## src/rtl/shift_pkg.sv

```systemverilog
// Shared types and helpers for the serial word feeder.
// Parity support is compiled in by SERIAL_WORD_FEEDER_PARITY_EN.
package shift_pkg;

  typedef enum logic [1:0] {
    IDLE,
    SHIFT,
    PARITY,
    DONE
  } state_t;

  localparam logic DIR_MSB_FIRST = 1'b0;
  localparam logic DIR_LSB_FIRST = 1'b1;

  function automatic logic even_parity(
    input logic [63:0] w
  );
    return ^w;
  endfunction

endpackage

```

## src/rtl/serial_word_feeder.sv

```systemverilog
// Serializes handshaken words onto a shift register en/dir/d port.
// Define SERIAL_WORD_FEEDER_PARITY_EN to append an even-parity bit.
module serial_word_feeder
  import shift_pkg::*;
#(
  parameter int MSB = 16
) (
  input  logic           clk,
  input  logic           rst,
  input  logic           in_valid,
  output logic           in_ready,
  input  logic [MSB-1:0] in_data,
  input  logic           in_dir,
  input  logic           stall,
  output logic           en,
  output logic           dir,
  output logic           d,
  output logic           busy,
  output logic           done
);

  localparam int CW = $clog2(MSB + 1);

  state_t         state, state_n;
  logic [CW-1:0]  cnt, cnt_n;
  logic [MSB-1:0] word, word_n, word_sh;
  logic           dir_n, en_n, d_n;
  logic           rdy_n, busy_n, done_n;
`ifdef SERIAL_WORD_FEEDER_PARITY_EN
  logic           par, par_n;
`endif

  // cnt counts bits already clocked into the shift register;
  // word is shifted so the next bit is always at the send end.
  always_comb begin
    state_n = state;
    cnt_n   = cnt;
    word_n  = word;
    dir_n   = dir;
    en_n    = 1'b0;
    d_n     = 1'b0;
    rdy_n   = 1'b0;
    busy_n  = 1'b1;
    done_n  = 1'b0;
`ifdef SERIAL_WORD_FEEDER_PARITY_EN
    par_n   = par;
`endif
    word_sh = (dir == DIR_LSB_FIRST) ? (word >> 1) : (word << 1);
    unique case (state)
      IDLE: begin
        busy_n = 1'b0;
        rdy_n  = 1'b1;
        if (in_valid && in_ready) begin
          state_n = SHIFT;
          cnt_n   = '0;
          word_n  = in_data;
          dir_n   = in_dir;
          en_n    = 1'b1;
          d_n     = in_dir ? in_data[0] : in_data[MSB-1];
          rdy_n   = 1'b0;
          busy_n  = 1'b1;
`ifdef SERIAL_WORD_FEEDER_PARITY_EN
          par_n   = even_parity(64'(in_data));
`endif
        end
      end
      SHIFT: begin
        if (en) begin
          cnt_n  = cnt + CW'(1);
          word_n = word_sh;
        end
        if (cnt_n == CW'(MSB)) begin
`ifdef SERIAL_WORD_FEEDER_PARITY_EN
          state_n = PARITY;
          en_n    = !stall;
          d_n     = par;
`else
          state_n = DONE;
          done_n  = 1'b1;
`endif
        end else begin
          en_n = !stall;
          d_n  = (dir == DIR_LSB_FIRST) ? word_n[0]
                                         : word_n[MSB-1];
        end
      end
`ifdef SERIAL_WORD_FEEDER_PARITY_EN
      PARITY: begin
        if (en) begin
          state_n = DONE;
          done_n  = 1'b1;
        end else begin
          en_n = !stall;
          d_n  = par;
        end
      end
`endif
      DONE: begin
        state_n = IDLE;
        busy_n  = 1'b0;
        rdy_n   = 1'b1;
      end
      default: begin
        state_n = IDLE;
        busy_n  = 1'b0;
      end
    endcase
  end

  always_ff @(posedge clk or negedge rst) begin
    if (!rst) begin
      state    <= IDLE;
      cnt      <= '0;
      word     <= '0;
      dir      <= 1'b0;
      en       <= 1'b0;
      d        <= 1'b0;
      in_ready <= 1'b0;
      busy     <= 1'b0;
      done     <= 1'b0;
`ifdef SERIAL_WORD_FEEDER_PARITY_EN
      par      <= 1'b0;
`endif
    end else begin
      state    <= state_n;
      cnt      <= cnt_n;
      word     <= word_n;
      dir      <= dir_n;
      en       <= en_n;
      d        <= d_n;
      in_ready <= rdy_n;
      busy     <= busy_n;
      done     <= done_n;
`ifdef SERIAL_WORD_FEEDER_PARITY_EN
      par      <= par_n;
`endif
    end
  end

endmodule
```

## config.mk

```make
export PLATFORM = sky130hd
export DESIGN_NAME = serial_word_feeder
export DESIGN_NICKNAME = d
export VERILOG_FILES = /design/src/rtl/shift_pkg.sv /design/src/rtl/serial_word_feeder.sv
export SDC_FILE = /design/constraint.sdc
export NUM_CORES = 1
export LEC_CHECK = 0
export CELL_PAD_IN_SITES_DETAIL_PLACEMENT = 1
export CELL_PAD_IN_SITES_GLOBAL_PLACEMENT = 2
export CORE_MARGIN = 2
export CORE_UTILIZATION = 33
export CTS_BUF_LIST = sky130_fd_sc_hd__clkbuf_16
export CTS_CLUSTER_SIZE = 20
export DETAILED_ROUTE_END_ITERATION = 10
export PLACE_DENSITY_LB_ADDON = 0.05
export SLEW_MARGIN = 20
export SYNTH_ARGS = -nofsm -noshare
export SYNTH_HDL_FRONTEND = slang
export SYNTH_SLANG_ARGS = --single-unit
```

## constraint.sdc

```tcl
create_clock -name clk -period 2.15 [get_ports clk]
set_input_delay 0.645 -clock clk [delete_from_list [all_inputs] [get_ports clk]]
set_output_delay 0.645 -clock clk [all_outputs]
set_load 0.05 [all_outputs]
```

==> flow_summary_export.csv <==
group,metric,value,unit
min_path,hp-start,"cnt[4]",
grt,grt_pass1_vias,1582,
clocking,cts_setup_buffers,0,
grt,grtUsageTotal,0.190,
synthesis,synth-edff-count,0,
place,pre_cts_ws,56.6,ps
grt,grt_overflow,0,
synthesis,ys_ff_latch,29,
drt,drc,0,
critical_path,cp_cell_sequence,"clkdlybuf4s50_1",
synthesis,yosys_warnings,0,
critical_path,worstPathRequired,1500,ps
critical_path,critical_path_arrival,1390,ps
power,p_per_area,1610,nW/µm²
place,gp_congestion,0.831,
critical_path,cp_num_buf_inv,1,
drt,drt_pass1_iterations,4,
power,p_leak,0.931,nW
min_path,min_delay_path_depth,2,
critical_path,timing.rr.start,"state[1]",
final_layout,drive_above_1_share,0.133,
drt,wl,4.63,mm
sta,max_freq,492,MHz
drt,ant_nets,0,
place,post_dp_cell_area,2060,µm²
drt,routed_via_density,5.43,
grt,grt_max_degree,30,
critical_path,crit_path_start_kind,"flip-flop",
clocking,cts.sinks,29,
floorplan,design.core.area,4820,µm²
synthesis,synthesis.nets,198,
floorplan,rows,25,
final_layout,nFillCells,577,
clocking,cts_tree,"done",
critical_path,r2r_cells,8,
critical_path,critPathMaxFanout,1,
sta,slew_violations,0,
sta,fin_setup_tns,0,ps
synthesis,avgSynthCellArea,9.70,µm²
synthesis,yosys.cell_types.count,35,
sta,rsz0062_at_grt,"false",
status,outcome,"finished clean",
final_layout,layout.nets,227,
clocking,h-tree-depth,2,
run,maxCapViolCount,0,
floorplan,die_h,75.3,µm
clocking,cts_buffer_depth,2,
drt,wire_per_inst,17.2,µm
min_path,worstHoldPathType,"flip-flop to flip-flop",
sta,finalClockSkew,5.41,ps
synthesis,ys.flop_type,"dfrtp_1",
synthesis,synthArstFlopShare,1.00,
clocking,cts-resized-gates,0,
final_layout,regArea,726,µm²
sta,worst_pin_slew,561,ps
critical_path,rrSetupSlack,420,ps
critical_path,path_class,"flip-flop to output port",
sta,fin_crit_sh,0.946,
sta,setup_viol,0,
critical_path,endpoint_kind,"output port",
floorplan,io_pins,27,
clocking,clk-insertion-delay-late,270,ps
place,place_hpwl,3.17,mm
critical_path,critPathSlowestCell,"clkdlybuf4s50_1",
clocking,cts_root_buf,"clkbuf_16",
drt,via_count,1465,
final_layout,final_cell_area,2200,µm²
power,power.total,3.55,mW
floorplan,start_util,0.348,
grt,antenna_found_initial,0,
sta,maxSlewHeadroom,0.626,
floorplan,die_area,5670,µm²
floorplan,chipWidth,75.3,µm
synthesis,seq_area_frac_synth,0.433,
clocking,postCtsHoldBufs,0,
power,vdd.ir_drop.worst,644,µV
min_path,whs_endpoint,"cnt[4]",
critical_path,cpPeakStageDelay,800,ps
grt,grt_pass1_wl,7.97,mm
sta,min_period,2030,ps
critical_path,rr_endpoint,"word[13]",
place,io_buffers,26,
synthesis,synth.cell_area,1680,µm²
critical_path,cp_top_family,"buffers and inverters",
sta,setup_ws,116,ps
final_layout,multiInputGateArea,870,µm²
drt,drt_iter0_markers,69,
synthesis,syn_inst,173,
sta,hold_violations,0,
clocking,numCtsBuffers,5,
clocking,clkTransAtPathRegs,50,ps
final_layout,antennaDiodeCount,0,
final_layout,area_growth,31.2,%
-- synthesized netlist by cell type, drive strengths merged, types with 3 or more instances --
cell type	instances	area, µm²
a21oi	19	95.1
buf	10	56.3
clkbuf	3	11.3
dfrtp	29	726
ha	4	50.1
inv	4	15.0
mux2i	16	160
nand2	24	90.1
nor2	3	11.3
o21ai	6	33.8
o22ai	32	200
xor2	3	26.3
-- state kept, by name, summed over array words and instances (netlist names) --
| name | flops |
|---|---|
| cnt | 5 |
| word | 16 |
| done | 1 |
| dir | 1 |
| d | 1 |
| en | 1 |
| state | 2 |
| in_ready | 1 |
| busy | 1 |
-- metrics by stage --
| stage | instances | util | hold slack, ps |
|---|---|---|---|
| final | 270 | 0.457 | 505 |
| after global routing | 270 | 0.457 | 542 |
| after global placement | 262 | 0.429 | 486 |
| after detailed placement | 262 | 0.429 | 497 |
| after floorplan | 173 | - | 349 |
| after CTS | 270 | 0.457 | 506 |
-- final cells by class --
class / count / area share
well taps: 67 / 0.0381
inverters: 4 / 0.00682
clock buffers: 5 / 0.0569
repair buffers: 35 / 0.168
multi-input cells: 127 / 0.395
flip-flops and latches: 29 / 0.330
clock inverters: 3 / 0.00512
-- worst max-delay path by stage --
stage,start,to,cells after the start
2_1_floorplan,en,d,5
3_3_place_gp,in_valid,word[14],7
3_5_place_dp,in_valid,word[13],7
4_1_cts,d,d,1
5_1_grt,busy,busy,1
6_report,d,d,1
-- placed cells by master (no fill, tap or decap), drive strengths merged --
cell type	count
mux4	1
nand3	1
buf	12
ha	4
mux2	2
nor2b	1
xor2	3
o31ai	1
a31oi	2
a21bo	2
nor2	3
a31o	1
dfrtp	29
nand2b	1
and2	1
o21a	1
mux2i	16
nand2	24
nand4	2
o21ai	6
a21oi	19
or4	1
clkbuf	5
a22o	1
clkdlybuf4s50	23
inv	7
nand3b	1
o22ai	32
and3	1
-- cell families after synthesis --
logic type | Yosys count | share of synthesized area
compound gates | 65 | 0.243
fa+ha+maj | 4 | 0.0298
simple gates | 36 | 0.107
flops | 29 | 0.433
xor+xnor | 3 | 0.0157
buf+inv | 17 | 0.0492
mux | 19 | 0.122
-- worst min-delay path: stages, from the launching register on --
cell and delay [ps]:
dfrtp_1 350, nand2_1 50, o21ai_0 70
-- report_power, final --
part	switching [mW]	internal, mW
registers	0.295	0.781
clock network	0.219	0.414
logic	0.988	0.853
total	1.50	2.05
-- layer usage --
metal,up-vias,track usage,share of wire
met1,729,0.248,0.44
met3,6,0.0317,0.028
met4,0,0.0585,0.012
met2,23,0.322,0.52
met5,-,0,0
li1,707,-,-
(Power assumes the default switching activity.)
